--- config.mk ---
export PLATFORM = sky130hd
export DESIGN_NAME = uart_tx_arbiter
export DESIGN_NICKNAME = d
export VERILOG_FILES = /design/src/rtl/uart_arb_pkg.sv /design/src/rtl/rr_picker.sv /design/src/rtl/uart_tx_arbiter.sv
export SDC_FILE = /design/constraint.sdc
export NUM_CORES = 1
export LEC_CHECK = 0
export BUFFER_PORTS_ARGS = -buffer_cell sky130_fd_sc_hd__buf_2
export CAP_MARGIN = 20
export CORE_ASPECT_RATIO = 2
export CORE_UTILIZATION = 35
export DETAILED_ROUTE_END_ITERATION = 10
export SLEW_MARGIN = 20
export SYNTH_ARGS = -nofsm -noshare
export SYNTH_HDL_FRONTEND = slang
export SYNTH_SLANG_ARGS = --single-unit
--- constraint.sdc ---
create_clock -name clk -period 2.6 [get_ports clk]
set_input_delay 0.52 -clock clk [delete_from_list [all_inputs] [get_ports clk]]
set_output_delay 0.52 -clock clk [all_outputs]
set_load 0.1 [all_outputs]
--- src/rtl/uart_arb_pkg.sv ---
// Shared types and helpers for the uart_tx6 transmit-FIFO arbiter.
// Holds the state encoding, header nibble and the round-robin search function.
package uart_arb_pkg;

   localparam int unsigned IDX_W   = 3;
   localparam int unsigned MAX_REQ = 8;

   localparam logic [3:0] TAG_NIBBLE = 4'hA;

   typedef enum logic [1:0] {
      IDLE  = 2'd0,
      GRANT = 2'd1,
      TAG   = 2'd2
   } state_t;

   // First set bit of valid_vec at or after ptr, wrapping within num_req entries.
   function automatic logic [IDX_W-1:0] next_rr(input logic [IDX_W-1:0]   ptr,
                                               input logic [MAX_REQ-1:0] valid_vec,
                                               input int unsigned        num_req);
      logic [IDX_W-1:0] win;
      logic             found;
      int unsigned      idx;
      win   = ptr;
      found = 1'b0;
      for (int unsigned k = 0; k < MAX_REQ; k++) begin
         idx = 32'(ptr) + k;
         if (idx >= num_req) idx = idx - num_req;
         if ((k < num_req) && !found && valid_vec[idx[IDX_W-1:0]]) begin
            win   = idx[IDX_W-1:0];
            found = 1'b1;
         end
      end
      return win;
   endfunction

endpackage

--- src/rtl/rr_picker.sv ---
// Combinational round-robin priority search over NUM_REQ request lines.
module rr_picker
   import uart_arb_pkg::*;
#(
   parameter int unsigned NUM_REQ = 4
) (
   input  logic [IDX_W-1:0]   ptr,
   input  logic [NUM_REQ-1:0] valid,
   output logic [IDX_W-1:0]   winner,
   output logic               hit
);

   logic [MAX_REQ-1:0] valid_ext;

   always_comb begin
      valid_ext = MAX_REQ'(valid);
      winner    = next_rr(ptr, valid_ext, NUM_REQ);
      hit       = |valid;
   end

endmodule

--- src/rtl/uart_tx_arbiter.sv ---
// Packet-level round-robin arbiter feeding the single uart_tx6 transmit FIFO.
// Define UART_ARB_TAG_EN to emit a {A, 0, grant_id} header byte before each packet.
module uart_tx_arbiter
   import uart_arb_pkg::*;
#(
   parameter int unsigned NUM_REQ        = 4,
   parameter int unsigned TIMEOUT_CYCLES = 1024,
   parameter int unsigned ID_W           = 3
) (
   input  logic                 clk,
   input  logic                 reset,
   input  logic [NUM_REQ-1:0]   req_valid,
   input  logic [8*NUM_REQ-1:0] req_data,
   input  logic [NUM_REQ-1:0]   req_last,
   output logic [NUM_REQ-1:0]   req_ready,
   output logic [7:0]           tx_data,
   output logic                 tx_write,
   input  logic                 tx_half_full,
   input  logic                 tx_full,
   output logic [ID_W-1:0]      grant_id,
   output logic                 busy,
   output logic                 timeout_pulse
);

   localparam int unsigned      CNT_W    = $clog2(TIMEOUT_CYCLES);
   localparam logic [CNT_W-1:0] CNT_LAST = CNT_W'(TIMEOUT_CYCLES - 1);
   localparam logic [IDX_W-1:0] LAST_IDX = IDX_W'(NUM_REQ - 1);

   state_t           state, state_n;
   logic [IDX_W-1:0] gidx, gidx_n;
   logic [IDX_W-1:0] rr_ptr, rr_n;
   logic [IDX_W-1:0] rr_after;
   logic [CNT_W-1:0] cnt, cnt_n;
   logic [7:0]       data_n;
   logic             write_n;
   logic             tmo_n;
   logic             busy_n;
   logic [IDX_W-1:0] pick;
   logic             hit;
   logic             g_valid;
   logic             g_last;
   logic [7:0]       g_data;
   logic             room;
   logic             accept;

   rr_picker #(
      .NUM_REQ (NUM_REQ)
   ) u_picker (
      .ptr    (rr_ptr),
      .valid  (req_valid),
      .winner (pick),
      .hit    (hit)
   );

   // Owner's stream selection and the accept handshake.
   always_comb begin
      g_valid   = 1'b0;
      g_last    = 1'b0;
      g_data    = 8'h00;
      req_ready = '0;
      for (int unsigned i = 0; i < NUM_REQ; i++) begin
         if (gidx == IDX_W'(i)) begin
            g_valid = req_valid[i];
            g_last  = req_last[i];
            g_data  = req_data[8*i +: 8];
         end
      end
      room   = ~tx_half_full & ~tx_full;
      accept = (state == GRANT) & g_valid & room;
      for (int unsigned i = 0; i < NUM_REQ; i++) begin
         req_ready[i] = accept & (gidx == IDX_W'(i));
      end
      rr_after = (gidx == LAST_IDX) ? '0 : gidx + IDX_W'(1);
   end

   // Next-state, pointer, timeout counter and FIFO write decisions.
   always_comb begin
      state_n = state;
      gidx_n  = gidx;
      rr_n    = rr_ptr;
      cnt_n   = cnt;
      data_n  = tx_data;
      write_n = 1'b0;
      tmo_n   = 1'b0;
      case (state)
         IDLE: begin
            cnt_n = '0;
            if (hit) begin
               gidx_n = pick;
`ifdef UART_ARB_TAG_EN
               state_n = TAG;
`else
               state_n = GRANT;
`endif
            end
         end
`ifdef UART_ARB_TAG_EN
         TAG: begin
            if (room) begin
               data_n  = {TAG_NIBBLE, 1'b0, gidx};
               write_n = 1'b1;
               state_n = GRANT;
            end
         end
`endif
         GRANT: begin
            if (accept) begin
               data_n  = g_data;
               write_n = 1'b1;
               cnt_n   = '0;
               if (g_last) begin
                  rr_n    = rr_after;
                  state_n = IDLE;
               end
            end else if (!g_valid) begin
               // Owner went quiet mid-packet; abandon the packet once the budget is spent.
               if (cnt == CNT_LAST) begin
                  tmo_n   = 1'b1;
                  rr_n    = rr_after;
                  cnt_n   = '0;
                  state_n = IDLE;
               end else begin
                  cnt_n = cnt + CNT_W'(1);
               end
            end
         end
         default: begin
            state_n = IDLE;
         end
      endcase
      busy_n = (state_n != IDLE);
   end

   always_ff @(posedge clk or posedge reset) begin
      if (reset) begin
         state         <= IDLE;
         gidx          <= '0;
         rr_ptr        <= '0;
         cnt           <= '0;
         tx_data       <= '0;
         tx_write      <= 1'b0;
         timeout_pulse <= 1'b0;
         busy          <= 1'b0;
         grant_id      <= '0;
      end else begin
         state         <= state_n;
         gidx          <= gidx_n;
         rr_ptr        <= rr_n;
         cnt           <= cnt_n;
         tx_data       <= data_n;
         tx_write      <= write_n;
         timeout_pulse <= tmo_n;
         busy          <= busy_n;
         grant_id      <= ID_W'(gidx_n);
      end
   end

endmodule

==> results.yml, run 1 <==
run_status:
  status: "finished, violations left"
  violations: "setup timing"
cells_and_area:
  final_nets: 375
  postLayoutCoreUtil_pct: 51.53
  drive_gt1_share_pct: 37.65
  antenna_cells: 0
  area_delta_synth_final_pct: 42.57
die:
  die_area_mm2: 0.006173
  die-width_um: 56.06
  core_mm2: 0.005660
  die_h_um: 110.1
  start_util_pct: 36.14
  num_rows: 39
  num_io_pins: 62
route:
  antenna_left: 0
  drtIter0Drc: 94
  drt_first_pass_iters: 6
  routed_wl_um: 6406
  vias: 2138
  wl_per_cell_um: 16.64
  via_per_inst: 5.553
  drc: 0
min_path:
  hold_path_class: "in -> async"
grt:
  grt_pass1_wl_um: 9894
  grt_max_degree: 19
  grt_pass1_vias: 2159
  gr-usage-all-layers_pct: 21.25
  antenna_found_initial: 0
  grt_overflow: 0
synth:
  yosys_warnings: 0
  ys_seq_area_share_pct: 35.47
  synthesis.nets: 289
  synth.avg_cell_area_um2: 8.595
  synth_top_flop_cell: "dfrtp_1"
  synthTopCellsByCount: "dfrtp_1 (29), nor2_1 (21), nand2_1 (19)"
  synth_top_cell_by_area: "dfrtp_1"
  synth.cell_area_mm2: 0.002046
  ys_top_cells_by_area: "dfrtp_1 (35%), ha_1 (4.3%), a222oi_1 (3.9%), o21ai_0 (3.9%), nor2_1 (3.9%)"
  synth_top_area_share_pct: 35.47
  synth_cell_types: 53
  synth_edf_count: 0
  synthArstFlopShare_pct: 100.0
  post-synth-top-count-cell: "dfrtp_1"
  synth_cells: 238
  ys_ff_latch: 29
sta:
  final.setup.tns_ns: -0.8264
  fin_skew_ns: 0.004398
  rsz0062_at_grt: "yes"
  slew_headroom_pct: 46.40
  tightest_slew_ns: 0.8023
  hold_viol_final: 0
  finalSetupViolCount: 4
  fin_crit_sh_pct: 109.2
  report.final.slew_viol_count: 0
  hold_ws_ns: 0.2818
  fin_crit_ns: 2.839
  clock.fmax_mhz: 352.2
  finalWorstSetupSlack_ns: -0.2392
critical_path:
  cp.required_ns: 2.08
  worstSetupEndpointType: "output pin"
  startpoint_type: "register"
  cp_slowest_cell: "dfrtp_4"
  cp_cell_sequence: "ha_4 -> nand3b_1 -> a221o_1 -> a2111o_1 -> buf_6 -> nor2b_4 -> buf_12"
  critPathMaxFanout: 4
  slowest_delay_ns: 0.51
  cp.arrival_ns: 2.32
  path_class: "reg -> out"
clock_tree:
  cts_buffer_depth: 2
  cts_buffers: 5
  clock_sinks: 29
  h-tree-depth: 2
  clk_latency_ns: 0.27
  cts_hold_buf: 0
  cts_root_buffer: "clkbuf_16"
  clkTransAtPathRegs_ns: 0.05
  cts_tree: "done"
pwr:
  power_mw: 3.397
  power_density_mw_per_mm2: 1165
  leakage_nw: 1.353
  ir_worst_vdd_mv: 0.8625
flow_run:
  drv_cap: 0
place:
  port-buffer-count: 61
  gp_congestion: 0.8181
  dp_hpwl_um: 5033
[where the power goes]
group	switching, mW	internal (mW)	total [mW]
Sequential	0.107	0.578	0.686
Clock	0.183	0.374	0.557
Combinational	1.42	0.729	2.15
Total	1.72	1.68	3.40
[timing repair]
action	4_1_cts	5_1_grt
gates resized for setup	9	6
setup endpoints to repair	3	4
pin swaps	4	3
setup buffers	12	2
gates cloned	0	0
[per-layer routing]
layer	up-vias	share of wire, %	GRT usage (%)
met5	-	0	0
met4	0	2.6	10.10
met3	12	2.6	2.567
met2	49	60	43.79
met1	1017	34	19.97
li1	1060	-	-
[per-stage QoR]
stage	cell area, um2	setup WS (ns)	std cells
2_1_floorplan	2101	-0.4220	238
3_3_place_gp	2633	-0.02195	366
3_5_place_dp	2633	-0.07419	366
4_1_cts	2902	-0.3121	385
5_1_grt	2917	-0.2863	385
6_report	2917	-0.2392	385
[worst max-delay path, delay by kind of cell, from the launching register on]
kind	cells	cell delay [ns]
AND/OR/NAND/NOR	2	0.27
adder cells (fa/ha/maj)	1	0.17
flip-flops	1	0.51
buffers and inverters	2	0.34
AO/OA/AOI/OAI	2	0.76
[flip-flops by register name, summed over array words and instances (netlist names)]
| register | flops |
|---|---|
| gidx | 3 |
| tx_data | 8 |
| state | 2 |
| cnt | 10 |
| busy | 1 |
| timeout_pulse | 1 |
| tx_write | 1 |
| rr_ptr | 3 |
[logic make-up after synthesis]
kind of cell	count (synthesis)	share of synthesized area, %
AND/OR/NAND/NOR	98	24.40
AO/OA/AOI/OAI	62	22.88
flip-flops	29	35.47
buffers and inverters	27	5.199
multiplexers	12	6.728
adder cells (fa/ha/maj)	7	4.281
XOR/XNOR	2	0.8564
other	1	0.1833
[placed cells by master (no fill, tap or decap), types with 4 or more instances in the layout]
cell / synthesis / final
a21oi_1: 10 / 10
a222oi_1: 8 / 8
buf_12: 0 / 4
buf_2: 4 / 57
buf_4: 0 / 29
clkbuf_16: 0 / 5
dfrtp_1: 29 / 26
inv_1: 13 / 10
mux2i_1: 7 / 7
nand2_1: 19 / 18
nand2b_1: 6 / 6
nand3_1: 12 / 12
nor2_1: 21 / 20
nor3_1: 12 / 11
o21ai_0: 16 / 16
[layout make-up]
cell class | count | area [um2]
tap | 61 | 76.32
sequential | 29 | 734.5
clock buffer | 7 | 142.6
inverter | 13 | 53.80
fill | 554 | 2744
timing repair buffer | 93 | 616.8
multi-input combinational | 182 | 1292
[path summary, 6_finish.rpt]
kind	start	end	slack (ns)	cells after the start
max	gidx[0]	req_ready[1]	-0.24	7
min	reset	tx_write	0.28	2
max reg2reg	gidx[0]	tx_write	-0.13	16
max in group asynchronous	reset	busy	1.69	3
min reg2reg	tx_data[4]	tx_data[4]	0.47	2
min in group clk	tx_data[4]	tx_data[4]	0.47	2
Note: power is estimated with default switching activity, not from simulation.
==> inputs of run 2 (changes only) <==
--- a/config.mk
+++ b/config.mk
@@ -7,9 +7,9 @@
 export LEC_CHECK = 0
 export BUFFER_PORTS_ARGS = -buffer_cell sky130_fd_sc_hd__buf_2
 export CAP_MARGIN = 20
-export CORE_ASPECT_RATIO = 2
 export CORE_UTILIZATION = 35
 export DETAILED_ROUTE_END_ITERATION = 10
+export SKIP_CTS_REPAIR_TIMING = 1
 export SLEW_MARGIN = 20
 export SYNTH_ARGS = -nofsm -noshare
 export SYNTH_HDL_FRONTEND = slang
==> constraint.sdc (replaced) <==
create_clock -name clk -period 2.6 [get_ports clk]
set_input_delay 0.52 -clock clk [delete_from_list [all_inputs] [get_ports clk]]
set_output_delay 0.52 -clock clk [all_outputs]
set_load 0.005 [all_outputs]
==> run 2 against run 1 <==
  * The run still ends with setup timing left
  * Highest routed layer unchanged
  * Final cell count grew 2.1%
  * Clock-buffer cell count is 1 lower
  * Combinational power is 26% lower
  * Register-to-register slack better by 0.20 ns
  * Maximum frequency rose by 0.43%
  * Global-route usage decreased by 2.0 points
  * First-iteration DRC count increased by 31%
  * Wire length fell by 9.4%
  * Sequential power fell by 4.5%
  * Critical path type unchanged
  * Worst hold slack improved by 0.0041 ns
  * Die area down 0.31%
  * Non-clock buffer count fell by 4
==> results.yml, run 2 (synthesis gave the netlist of run 1 again) <==
sta:
  tightest_slew_ns: 0.6114
  finalSetupViolCount: 3
  report.final.slew_viol_count: 0
  hold_viol_final: 0
  hold_ws_ns: 0.2859
  slew_headroom_pct: 58.93
  fin_skew_ns: 0.004212
  clock.fmax_mhz: 353.7
  rsz0062_at_grt: "yes"
  finalWorstSetupSlack_ns: -0.2271
  fin_crit_ns: 2.827
  fin_crit_sh_pct: 108.7
  final.setup.tns_ns: -0.6469
critical_path:
  startpoint_type: "register"
  cp_top_family: "compound AO/OA/AOI/OAI gates"
  cp_slowest_cell: "a2111o_1"
  cp.arrival_ns: 2.31
  cp.required_ns: 2.08
  ff2ff_setup_slack_ns: 0.07
  path_buf_inv: 3
  cp_cell_sequence: "inv_2 -> ha_4 -> nand3b_1 -> a221o_1 -> a2111o_1 -> buf_6 -> nor2b_1 -> buf_2"
  slowest_delay_ns: 0.45
  critPathMaxFanout: 4
  worstSetupEndpointType: "output pin"
  path_class: "reg -> out"
cells_and_area:
  postLayoutCoreUtil_pct: 48.75
  drive_gt1_share_pct: 34.58
  instances_no_fill: 393
  largest-register: "cnt"
  area_delta_synth_final_pct: 32.84
  layout_common_cells: "buf_2 (61), dfrtp_1 (29), buf_4 (26), nor2_1 (21), nand2_1 (19)"
  antenna_cells: 0
  top_regs: "cnt: 10 flops, tx_data: 8 flops"
  final_common_cell: "buf_2"
  fillers: 548
  largest_reg_flops: 10
  final_nets: 371
route:
  antenna_left: 0
  routed_wl_um: 5805
  drt_first_pass_iters: 5
  wl_per_cell_um: 14.77
  drtIter0Drc: 123
  via_per_inst: 5.374
  drc: 0
  vias: 2112
clock_tree:
  clock_sinks: 29
  cts_buffers: 5
  cts_tree: "done"
  h-tree-depth: 2
  cts_root_buffer: "clkbuf_8"
  clkTransAtPathRegs_ns: 0.07
  clk_latency_ns: 0.28
  cts_buffer_depth: 2
place:
  place_inst: 377
  gp_congestion: 0.8098
  dpl_worst_slack_ns: 0.04227
  port-buffer-count: 61
  dp_hpwl_um: 4261
grt:
  gr-usage-all-layers_pct: 19.27
  grt_pass1_wl_um: 9218
  grt_pass1_vias: 1896
  grt_overflow: 0
  antenna_found_initial: 0
  grt_max_degree: 30
run_status:
  violations: "setup timing"
  status: "finished, violations left"
die:
  die-width_um: 78.45
  num_rows: 27
  core_mm2: 0.005574
  start_util_pct: 36.70
  die_h_um: 78.45
  die_area_mm2: 0.006154
  num_io_pins: 62
pwr:
  ir_worst_vdd_mv: 0.4160
  power_density_mw_per_mm2: 962.2
  leakage_nw: 1.277
flow_run:
  drv_cap: 0
min_path:
  hold_path_class: "in -> async"
[run 2: changes by cell type in the layout (fill, tap and decap cells not counted), moves of 2 or more]
cell | before | now
inv_2 | 1 | 3
clkinv_2 | 0 | 2
clkbuf_16 | 5 | 0
buf_12 | 4 | 0
buf_6 | 3 | 1
dfrtp_1 | 26 | 29
clkbuf_8 | 1 | 5
dfrtp_4 | 2 | 0
buf_4 | 29 | 26
buf_2 | 57 | 61
inv_4 | 2 | 0
[run 2: path summary, 6_finish.rpt]
check,endpoint,depth (start not counted),from
min reg2reg,tx_data[0],2,tx_data[0]
max in group asynchronous,tx_write,3,reset
max reg2reg,rr_ptr[0],9,gidx[1]
max,req_ready[1],8,gidx[1]
min,tx_data[6],3,reset
min in group clk,tx_data[0],2,tx_data[0]
[run 2: metal layers]
metal  track usage, %  wire (um)  vias up
li1                 -          -     1053
met5                0          0        -
met1            26.06       2745      983
met4            4.815         78        0
met3            3.372        274        9
met2            31.67       2706       67
[run 2: layout make-up]
class | instances | area (um2) | area share [%]
Clock inverter | 2 | 10.01 | 0.3683
Timing Repair Buffer | 89 | 516.7 | 19.01
Inverter | 13 | 48.80 | 1.796
Clock buffer | 6 | 72.57 | 2.670
Multi-Input combinational cell | 182 | 1254 | 46.13
Sequential cell | 29 | 725.7 | 26.70
Tap cell | 72 | 90.09 | 3.315
[run 2: through the flow]
step	area, um2	power [mW]
2_1_floorplan	2046	1.633
3_3_place_gp	2534	2.106
3_5_place_dp	2534	2.104
4_1_cts	2616	2.475
5_1_grt	2718	2.832
6_report	2718	2.615
[run 2: tightest hold or removal path, stage by stage]
cell	delay [ns]
buf_2	0.09
inv_1	0.04
buf_4	0.33
[run 2: power breakdown]
| part | total, mW | internal (mW) | switching, mW |
|---|---|---|---|
| Sequential | 0.655 | 0.567 | 0.0888 |
| Clock | 0.368 | 0.185 | 0.182 |
| Combinational | 1.59 | 0.733 | 0.859 |
| Total | 2.61 | 1.49 | 1.13 |
